<file path="src/rtl/branch_sequencer.sv">
// branch_sequencer: T3..T6 control sequencing for conditional branches (brzr/brnz/brpl/brmi).
// Define BRANCH_SEQ_STATS_EN to add saturating taken/not-taken counters.
module branch_sequencer #(
    parameter int                  OPCODE_W  = 5,
    parameter logic [OPCODE_W-1:0] BR_OPCODE = 5'b10010,
    parameter int                  C2_LSB    = 19
) (
    input  logic        clk,
    input  logic        clr,
    input  logic        start,
    input  logic [31:0] ir,
    input  logic        con_out,
    output logic        busy,
    output logic        gra,
    output logic        r_out,
    output logic        con_in,
    output logic        pc_out,
    output logic        y_in,
    output logic        c_out,
    output logic        alu_add,
    output logic        z_in,
    output logic        zlow_out,
    output logic        pc_in,
    output logic        done,
    output logic        taken,
    output logic        err
`ifdef BRANCH_SEQ_STATS_EN
    ,
    output logic [15:0] taken_cnt,
    output logic [15:0] not_taken_cnt
`endif
);
    typedef enum logic [2:0] {IDLE, T3, T4, T5, T6} state_t;
    state_t state, state_nxt;
    logic   is_br;
    // The condition field reaches the CON FF through IR; the sequencer only strobes it.
    logic   unused_ir;
    assign unused_ir = ^{ir, ir[C2_LSB+1:C2_LSB]};
    assign is_br     = ir[31 -: OPCODE_W] == BR_OPCODE;
    always_ff @(posedge clk or posedge clr) begin
        if (clr) begin
            state <= IDLE;
            taken <= 1'b0;
            err   <= 1'b0;
        end else begin
            state <= state_nxt;
            err   <= state == IDLE && start && !is_br;
            if (state == T6) taken <= con_out;
        end
    end
    always_comb begin
        state_nxt = IDLE;
        case (state)
            IDLE:    state_nxt = start && is_br ? T3 : IDLE;
            T3:      state_nxt = T4;
            T4:      state_nxt = T5;
            T5:      state_nxt = T6;
            default: state_nxt = IDLE;
        endcase
    end
    assign busy     = state != IDLE;
    assign gra      = state == T3;
    assign r_out    = state == T3;
    assign con_in   = state == T3;
    assign pc_out   = state == T4;
    assign y_in     = state == T4;
    assign c_out    = state == T5;
    assign alu_add  = state == T5;
    assign z_in     = state == T5;
    assign zlow_out = state == T6;
    assign done     = state == T6;
    assign pc_in    = state == T6 && con_out;
`ifdef BRANCH_SEQ_STATS_EN
    always_ff @(posedge clk or posedge clr) begin
        if (clr) begin
            taken_cnt     <= '0;
            not_taken_cnt <= '0;
        end else if (state == T6) begin
            if (con_out && taken_cnt != 16'hFFFF) taken_cnt <= taken_cnt + 16'd1;
            if (!con_out && not_taken_cnt != 16'hFFFF) not_taken_cnt <= not_taken_cnt + 16'd1;
        end
    end
`endif
endmodule

</file>
<file path="config.mk">
export PLATFORM = sky130hd
export DESIGN_NAME = branch_sequencer
export DESIGN_NICKNAME = d
export VERILOG_FILES = /design/src/rtl/branch_sequencer.sv
export SDC_FILE = /design/constraint.sdc
export NUM_CORES = 1
export LEC_CHECK = 0
export ABC_CLOCK_PERIOD_IN_PS = 3560
export BUFFER_PORTS_ARGS = -buffer_cell sky130_fd_sc_hd__buf_4
export CAP_MARGIN = 20
export CORE_AREA = 4 4 41 43
export CTS_BUF_LIST = sky130_fd_sc_hd__clkbuf_2 sky130_fd_sc_hd__clkbuf_4 sky130_fd_sc_hd__clkbuf_8
export DETAILED_ROUTE_END_ITERATION = 7
export DIE_AREA = 0 0 45 47
export GPL_TIMING_DRIVEN = 1
export PLACE_DENSITY = 0.79
export RECOVER_POWER = 25
export SYNTH_ARGS = -nofsm -noshare
export SYNTH_HDL_FRONTEND = slang
export SYNTH_SLANG_ARGS = --single-unit
</file>
<file path="constraint.sdc">
create_clock -name clk -period 3.56 [get_ports clk]
set_input_delay 0.356 -clock clk [delete_from_list [all_inputs] [get_ports clk]]
set_output_delay 0.356 -clock clk [all_outputs]
set_load 0.02 [all_outputs]
</file>
==> metrics.md <==
| Metric | Value |
|---|---|
| Max-Slew Margin vs Limit | `74.1%` |
| Arrival time of the worst setup path | `1.33 ns` |
| Maximum VDD drop | `0.295 mV` |
| Final Core Density | `a little under two fifths` |
| Unrepaired setup endpoints after global routing | `no` |
| Setup TNS | `0 ns` |
| CP endpoint kind | `primary output` |
| I/O Buffers | `22` |
| Fin worst setup slack | `1.87 ns` |
| Final instance count without filler cells | `61` |
| Reg2reg setup slack | `between 2 and 2.5 ns` |
| DRT Wirelength | `631 microns` |
| Via density | `4.21` |
| Worst-case clock buffer depth | `2` |
| Clock Sinks | `5` |
| WS Path Type | `register to primary output` |
| WL/cell | `around 10 microns` |
| Area contributors post-synth | `dfrtp_1, buf_4, and3b_2, o21ba_4, or4b_4` |
| Clock Power Share | `about 17%` |
| FMAX | `around 590 MHz` |
| CTS H-tree lvls | `1` |
| Starting density of the core | `23.9%` |
| Final min period | `approximately 1.7 ns` |
| DRC marker count from the first detailed-route iteration | `0` |
| CP Cell Sequence | `or3b_1, inv_2, buf_4` |
| GRT overflow | `0` |
| Worst Path Max Fanout | `7` |
| Layout area overhead | `54.2%` |
| Status | `completed` |
| Share of cells above drive strength 1 | `between 70% and 80%` |
| Total number of vias | `about 260` |
| Register area share after synthesis | `40.2%` |
| Leakage | `0.000254 uW` |
| Syn. warnings | `0` |
| CTS tree | `yes` |
| Seq pwr share | `25.2%` |
| Root Driver | `clkbuf_4` |
| R2R Path End | `err` |
| Routability-driven placement congestion ratio | `around 0.66` |
| Core Area | `1300 sq um` |
| Post-CTS sizing | `0` |
| Synthesized flop and latch total | `5` |
| Yosys cell types | `16` |
| Logic pwr share | `57.5%` |
| Worst Path Required | `3.20 ns` |
| Hold Violations, Final | `0` |
| Final setup fails | `0` |
| RR Startpoint | `state[2]` |
| DP Worst Slack | `2.12 ns` |
| # rows | `13` |
| Dpl cells | `57` |
| Die W | `approximately 45 microns` |
| Most common cell after layout, fill and taps aside | `buf_4` |
| # IOs | `50` |
| Largest net degree at the start of global routing | `8` |
| Die height | `around 47 microns` |
| Slowest cell on crit path | `or3b_1` |
| Nets | `83` |
| Switching pwr | `between 150 and 200 uW` |
| Worst clock skew | `0.000946 ns` |
| Worst skew pair latency | `approximately 0.24 ns` |
| Fillers | `138` |
| Int Pwr | `249 uW` |
| Postcts setup bufs | `0` |
| Pwr Density | `872 nW/um^2` |
| Antenna Violating Nets Remaining | `0` |
| DR DRC count | `0` |
| Top-area cell type share of the netlist area | `40.2%` |
| Global-route wire length before repair | `1070 microns` |
| Sw frac | `about two fifths` |
| Pwr Total | `419 uW` |
| Max_cap viols | `0` |
| Post-synthesis instance total | `26` |
| Reg2reg path depth | `2` |
| Final period util | `47.4%` |
| Area leader, netlist | `dfrtp_1` |
| Avg Inst Size Synth | `12.0 sq um` |
| Hold WC Path Type | `primary input to asynchronous set/reset pin` |
| Crit start category | `register` |
| Ant. Diodes | `0` |
| CTS clk-pin slew, worst paths | `approximately 0.040 ns` |
| CP peak stage delay | `0.44 ns` |
| CTS buffer count | `3` |
| Overall routing resource usage | `7.86%` |
| Die area | `2120 sq um` |
| Vias in the first global route | `roughly 260` |
| Synthesized Nets | `62` |
| Slew at the pin with the worst max-slew slack | `0.388 ns` |
| Synthesized area | `312 sq um` |
| Pre-antenna DRT Iters | `1` |
| Fin. max-slew vios | `0` |
| Initial antenna violation count | `0` |
| Most frequent cells in the layout | `buf_4, clkbuf_4, dfrtp_1, and3b_2` |
| Post-CTS Hold Buffers | `0` |
[power by group through the flow]
stage	combinational [uW]	sequential (uW)	clock, uW
final	241	105	72.6
after CTS	246	106	75.5
after floorplan	163	112	0
after global placement	244	103	0
after global routing	256	111	81.2
after detailed placement	245	107	0
[critical path: cells and delay by family, from the launching register on]
family,cells,cell delay [ns]
buffers and inverters,2,0.21
flip-flops,1,0.43
AND/OR/NAND/NOR,1,0.44
[flip-flops by register name, indices dropped and copies added, names as in the netlist]
| name | flops |
|---|---|
| state | 3 |
| taken | 1 |
| err | 1 |
[synth_stat cells]
master / number
inv_1: 1
and2_1: 1
or3_2: 1
buf_4: 6
nand4bb_1: 1
or3b_1: 1
dfrtp_1: 5
mux2_1: 1
and3b_2: 2
nor3b_2: 1
o21ba_4: 1
inv_2: 1
or4b_4: 1
o31ai_2: 1
nor3b_1: 1
or2_1: 1
[routing by layer]
metal / GRT usage [%] / share of wire [%] / up-vias
met3: 3.07 / 15 / 4
li1: - / - / 124
met4: 12.3 / 6.7 / 0
met1: 6.68 / 37 / 107
met2: 11.6 / 42 / 22
met5: 0 / 0 / -
[worst max-delay path by stage]
stage	slack, ns	depth (start not counted)	to	startpoint
floorplan	1.85	2	gra	state[1]
global placement	2.14	3	y_in	state[2]
detailed placement	2.12	3	y_in	state[2]
CTS	1.86	3	y_in	state[2]
global route	1.71	2	con_in	state[0]
finish	1.87	3	y_in	state[2]
[area by class of cell]
class                   instances  area, sq um  area share [%]
multi-input cells              13          134            27.9
inverters                       2         7.51            1.56
flip-flops and latches          5          125            26.0
repair buffers                 22          165            34.4
clock buffers                   4         30.0            6.25
well taps                      15         18.8            3.91
[through the flow]
step                      cell area (sq um)  hold WS (ns)
after floorplan                         312         0.135
after global placement                  450         0.267
after detailed placement                450         0.269
after CTS                               480        0.0104
after global routing                    480        0.0154
final                                   480       0.00985
[cell families after synthesis]
kind of cell,after synthesis,synth area share [%]
buffers and inverters,8,16.9
AND/OR/NAND/NOR,10,30.1
multiplexers,1,3.61
AO/OA/AOI/OAI,2,9.24
flip-flops,5,40.2
Power figures use the tool's default switching activity.
